<file path="src/rtl/alu_writeback.sv">
// alu_writeback: two-entry in-order result buffer between the 16-bit ALU and
// the register-file write port. Each entry carries the width-masked result,
// destination index and precomputed {C, Z, N}. The architectural flag
// register is updated in program order as entries retire.
module alu_writeback #(
    parameter int DEPTH = 2
) (
    input  logic        clk,
    input  logic        reset,
    input  logic        in_valid,
    output logic        in_ready,
    input  logic [15:0] z,
    input  logic        c_out8,
    input  logic        c_out16,
    input  logic        width16,
    input  logic [2:0]  dest,
    input  logic        flags_we,
    output logic        out_valid,
    input  logic        out_ready,
    output logic [15:0] out_data,
    output logic [2:0]  out_dest,
    output logic [2:0]  flags,
    input  logic        flags_wr,
    input  logic [2:0]  flags_wr_data
);

    // Only a two-entry buffer is supported; pointers are one bit each.
    localparam logic [1:0] FULL_COUNT = DEPTH[1:0];

    typedef struct packed {
        logic [15:0] data;
        logic [2:0]  dest;
        logic        fwe;
        logic        c;
        logic        zf;
        logic        n;
    } entry_t;

    // Build a buffer entry from the raw ALU outputs. 8-bit ops see only the
    // low byte: the result is zero-extended and C/Z/N come from bit 7 and
    // the low byte. Carries are taken exactly as the ALU delivers them.
    function automatic entry_t capture_entry(
        input logic [15:0] zv,
        input logic        c8,
        input logic        c16,
        input logic        w16,
        input logic [2:0]  dst,
        input logic        fwe
    );
        entry_t e;
        if (w16) begin
            e.data = zv;
            e.c    = c16;
            e.n    = zv[15];
        end else begin
            e.data = {8'h00, zv[7:0]};
            e.c    = c8;
            e.n    = zv[7];
        end
        e.zf   = (e.data == 16'h0000);
        e.dest = dst;
        e.fwe  = fwe;
        return e;
    endfunction

    entry_t      mem_r [2];
    logic        head_r;
    logic        tail_r;
    logic [1:0]  count_r;
    logic        in_ready_r;
    logic        out_valid_r;
    logic [15:0] out_data_r;
    logic [2:0]  out_dest_r;
    logic [2:0]  flags_r;

    logic        push_s;
    logic        pop_s;
    logic [1:0]  count_nxt_s;
    logic        head_nxt_s;
    logic        tail_nxt_s;
    entry_t      new_entry_s;
    entry_t      head_entry_s;
    entry_t      head_entry_nxt_s;
    logic [2:0]  flags_nxt_s;

    assign push_s       = in_valid & in_ready_r;
    assign pop_s        = out_valid_r & out_ready;
    assign new_entry_s  = capture_entry(z, c_out8, c_out16, width16, dest, flags_we);
    assign head_entry_s = mem_r[head_r];

    // Occupancy and pointer advance; push+pop together leaves count unchanged.
    always_comb begin
        count_nxt_s = count_r;
        head_nxt_s  = head_r;
        tail_nxt_s  = tail_r;
        case ({push_s, pop_s})
            2'b10: begin
                count_nxt_s = count_r + 2'd1;
                tail_nxt_s  = ~tail_r;
            end
            2'b01: begin
                count_nxt_s = count_r - 2'd1;
                head_nxt_s  = ~head_r;
            end
            2'b11: begin
                tail_nxt_s  = ~tail_r;
                head_nxt_s  = ~head_r;
            end
            default: begin
                count_nxt_s = count_r;
            end
        endcase
    end

    // Entry that will sit at the head after this edge, so the output
    // registers can be loaded with it (forwarding the slot being written).
    always_comb begin
        head_entry_nxt_s = mem_r[head_nxt_s];
        if (push_s && (tail_r == head_nxt_s)) begin
            head_entry_nxt_s = new_entry_s;
        end else begin
            head_entry_nxt_s = mem_r[head_nxt_s];
        end
    end

    // Flag register next value: a direct load beats a retiring update.
    always_comb begin
        flags_nxt_s = flags_r;
        if (flags_wr) begin
            flags_nxt_s = flags_wr_data;
        end else if (pop_s && head_entry_s.fwe) begin
            flags_nxt_s = {head_entry_s.c, head_entry_s.zf, head_entry_s.n};
        end else begin
            flags_nxt_s = flags_r;
        end
    end

    // Entry storage, written at the tail on push.
    always_ff @(posedge clk or posedge reset) begin
        if (reset) begin
            mem_r[0] <= '0;
            mem_r[1] <= '0;
        end else if (push_s) begin
            mem_r[tail_r] <= new_entry_s;
        end else begin
            mem_r[tail_r] <= mem_r[tail_r];
        end
    end

    // Pointers, occupancy and handshake flags, all held as registers.
    always_ff @(posedge clk or posedge reset) begin
        if (reset) begin
            head_r      <= 1'b0;
            tail_r      <= 1'b0;
            count_r     <= 2'd0;
            in_ready_r  <= 1'b1;
            out_valid_r <= 1'b0;
        end else begin
            head_r      <= head_nxt_s;
            tail_r      <= tail_nxt_s;
            count_r     <= count_nxt_s;
            in_ready_r  <= (count_nxt_s != FULL_COUNT);
            out_valid_r <= (count_nxt_s != 2'd0);
        end
    end

    // Registered copy of the head entry's writeback fields.
    always_ff @(posedge clk or posedge reset) begin
        if (reset) begin
            out_data_r <= 16'h0000;
            out_dest_r <= 3'd0;
        end else begin
            out_data_r <= head_entry_nxt_s.data;
            out_dest_r <= head_entry_nxt_s.dest;
        end
    end

    // Architectural {C, Z, N} flag register.
    always_ff @(posedge clk or posedge reset) begin
        if (reset) begin
            flags_r <= 3'b000;
        end else begin
            flags_r <= flags_nxt_s;
        end
    end

    assign in_ready  = in_ready_r;
    assign out_valid = out_valid_r;
    assign out_data  = out_data_r;
    assign out_dest  = out_dest_r;
    assign flags     = flags_r;

endmodule
</file>
<file path="config.mk">
export PLATFORM = sky130hd
export DESIGN_NAME = alu_writeback
export DESIGN_NICKNAME = d
export VERILOG_FILES = /design/src/rtl/alu_writeback.sv
export SDC_FILE = /design/constraint.sdc
export NUM_CORES = 1
export LEC_CHECK = 0
export BUFFER_PORTS_ARGS = -buffer_cell sky130_fd_sc_hd__buf_4
export CAP_MARGIN = 20
export CORE_MARGIN = 1
export CORE_UTILIZATION = 50
export CTS_BUF_LIST = sky130_fd_sc_hd__clkbuf_4 sky130_fd_sc_hd__clkbuf_8
export CTS_CLUSTER_DIAMETER = 60
export DETAILED_ROUTE_END_ITERATION = 8
export PLACE_DENSITY = 0.72
export RECOVER_POWER = 50
export SLEW_MARGIN = 20
export SYNTH_ARGS = -nofsm -noshare
export SYNTH_HDL_FRONTEND = slang
export SYNTH_SLANG_ARGS = --single-unit
</file>
<file path="constraint.sdc">
create_clock -name clk -period 4.6 [get_ports clk]
set_input_delay 0.69 -clock clk [delete_from_list [all_inputs] [get_ports clk]]
set_output_delay 0.69 -clock clk [all_outputs]
set_load 0.005 [all_outputs]
</file>
==> results.tsv <==
stage	metric	value	unit
route	Vias	2667	
place	Final HPWL DP	4817	um
layout	Reg area	1853	um^2
timing	fin crit share	61.73	%
power	Cell Pwr Density	685.3	nW/um^2
logic_synthesis	Gate Count Post-Synth	332	
power	power after layout	2.825	mW
cts	CTS clk-pin slew, worst paths	70	ps
die	Die Y	86.20	um
layout	layout cell share with drive strength beyond 1	27.63	%
logic_synthesis	sequential share of the synthesized area	52.28	%
cts	Root Driver	clkbuf_8	
worst_setup_path	Worst EP required	4830	ps
worst_setup_path	worst-path maximum fanout	48	
route	first-pass detailed-route iteration total	4	
layout	area taken by multi-input logic gates	1450	um^2
timing	Tmin final	2839	ps
logic_synthesis	Syn Std Cell Area	3545	um^2
power	Cell Int Power	1.837	mW
global_route	GRT overflow	0	
worst_setup_path	critical path arrival	3070	ps
worst_setup_path	crit start category	primary input	
timing	Worst Skew	5.596	ps
logic_synthesis	Synth area leaders	dfrtp_1 (52%), mux2_2 (7.9%), o21ai_0 (4.7%)	
cts	H-tree depth	3	
logic_synthesis	syn_nets	364	
timing	max_slew headroom	-38.10	%
worst_setup_path	Setup CP Type	in -> async	
worst_setup_path	Setup crit end kind	async pin	
cts	CTS Hold Bufs	0	
layout	number of fill cells	589	
route	post-route ant nets	0	
timing	RSZ-0062 raised after global routing	no	
global_route	largest net degree at the start of global routing	49	
die	die footprint	7430	um^2
outcome	failing checks	max-capacitance violations, max-slew violations	
cts	post-CTS sizing	0	
logic_synthesis	average size of a mapped cell	10.68	um^2
route	final wirelength	7532	um
die	I/O pin count	55	
cts	CTS Buf Count	9	
power	NetSw	0.9884	mW
power	sw frac	34.98	%
timing	Worst-Margin Slew	2060	ps
layout	commonest non-fill, non-tap cell in the layout	dfrtp_1	
route	via density per instance	5.603	
timing	Max Clk Rate	0.3522	GHz
cts	Clock Path Buffers	2	
logic_synthesis	Ys Warns	0	
worst_setup_path	Crit-path slowest cell	clkinvlp_2	
die	Starting Density	51.89	%
timing	Hold Vio Cnt, Final	0	
route	Routed wire per std cell	15.82	um
power	Pleak	1.906	nW
place	number of I/O port buffers	54	
route	Iter 0 DRT Violations	235	
worst_hold_path	hold crit path type	reg -> reg	
layout	# diodes	0	
logic_synthesis	top-area cell type share of the netlist area	51.54	%
outcome	status	finished with violations	
worst_setup_path	family with the most delay on the worst path	buffers and inverters	
worst_setup_path	Crit path largest cell delay	1170	ps
worst_setup_path	number of buffer and inverter stages on the critical path	3	
route	DRC	0	
cts	CTS Sinks	74	
global_route	GRT Total Usage	22.25	%
power	Clock Power Share	19.0	%
logic_synthesis	top cell type by total area after synthesis	dfrtp_1	
global_route	vias in the first global route	2615	
timing	final setup vio count	0	
logic_synthesis	Synth Register Bits	74	
place	gp weighted congestion	0.7281	
run	max_cap viols	1	
layout	Nets	408	
power	Worst VDD drop	0.0003134	V
worst_setup_path	worst path cell trace	clkbuf_4, clkinvlp_2, clkbuf_1	
cts	insertion delay to the later sink of the worst-skew pair	350	ps
power	Logic pwr share	41.9	%
layout	Area Growth Syn to Fin	16.31	%
cts	CTS tree	done	
cts	post-CTS setup buffers	0	
layout	Util after Layout	60.35	%
timing	setup_tns	0	ps
die	Die X	86.20	um
global_route	initial antenna violation count	0	
die	# rows	30	
die	Core Region	6832	um^2
global_route	first-pass GRT wire length	12670	um
logic_synthesis	synth unique cells	35	
layout	most frequent cells in the layout	dfrtp_1 (73), buf_4 (44), nand2_1 (38)	
timing	final max-slew violation count	49	
power	Seq pwr share	39.1	%
-- metrics by stage --
step | std cells | setup WS (ps) | area (um^2) | hold WS (ps)
floorplan | 332 | 2030 | 3545 | 445.5
global placement | 461 | 1830 | 3919 | 461.2
detailed placement | 461 | 1785 | 3919 | 468.5
CTS | 476 | 2021 | 4125 | 482.0
global route | 476 | 1141 | 4123 | 509.9
finish | 476 | 1761 | 4123 | 480.2
-- registers in the layout, indices dropped and copies added, names as in the netlist --
signal / flops
mem_r: 46
out_data: 16
flags: 3
out_dest: 3
count_r: 2
head_r: 1
in_ready: 1
out_valid: 1
tail_r: 1
-- synthesized netlist by cell type (all sizes together) --
cell and number:
nand3 2, o21ai 36, o31ai 8, a21oi 13, mux2 26, ha 1, nand2b 11, dfstp 1
xor2 2, inv 14, nor4 2, dfrtp 73, a211oi 8, nand3b 1, and3 10, xnor2 1
a21bo 1, buf 15, mux2i 14, nand2 38, or4 2, nor2 4, a31oi 10, o22ai 26
and2 3, clkbuf 10
-- final cells by class --
class                   count  area share, %
clock buffers               9          3.005
clock inverters             6          2.003
inverters                  14          1.487
multi-input cells         219          35.17
flip-flops and latches     74          44.95
well taps                  96          2.914
repair buffers             58          10.47
-- power by group through the flow --
stage | sequential, mW | combinational [mW] | clock, mW
2_1_floorplan | 1.09 | 0.936 | 0
3_3_place_gp | 1.11 | 1.16 | 0
3_5_place_dp | 1.12 | 1.19 | 0
4_1_cts | 1.11 | 1.19 | 0.547
5_1_grt | 1.14 | 1.31 | 0.578
6_report | 1.10 | 1.18 | 0.536
-- per-layer routing --
metal	track usage (%)	share of wire, %
met5	0	0
met4	11.06	1.8
met3	3.333	3.9
met2	36.44	48
met1	29.05	46
-- logic make-up after synthesis --
family	share of synthesized area, %
adder cells (fa/ha/maj)	0.3529
multiplexers	12.32
flip-flops	52.28
XOR/XNOR	0.7414
buffers and inverters	6.812
AND/OR/NAND/NOR	10.38
AO/OA/AOI/OAI	17.12
-- worst paths after layout --
kind	startpoint	depth (start not counted)	to	slack, ps
worst min-delay path	count_r[1]	1	count_r[1]	480
worst min register to register	count_r[1]	1	count_r[1]	480
max in group clk	in_ready	8	out_valid	2040
worst max-delay path	reset	3	mem_r[44]	1760
min in group asynchronous	reset	2	mem_r[10]	880
worst max register to register	in_ready	8	out_valid	2040
No activity file was read; power rests on OpenSTA's default activity.
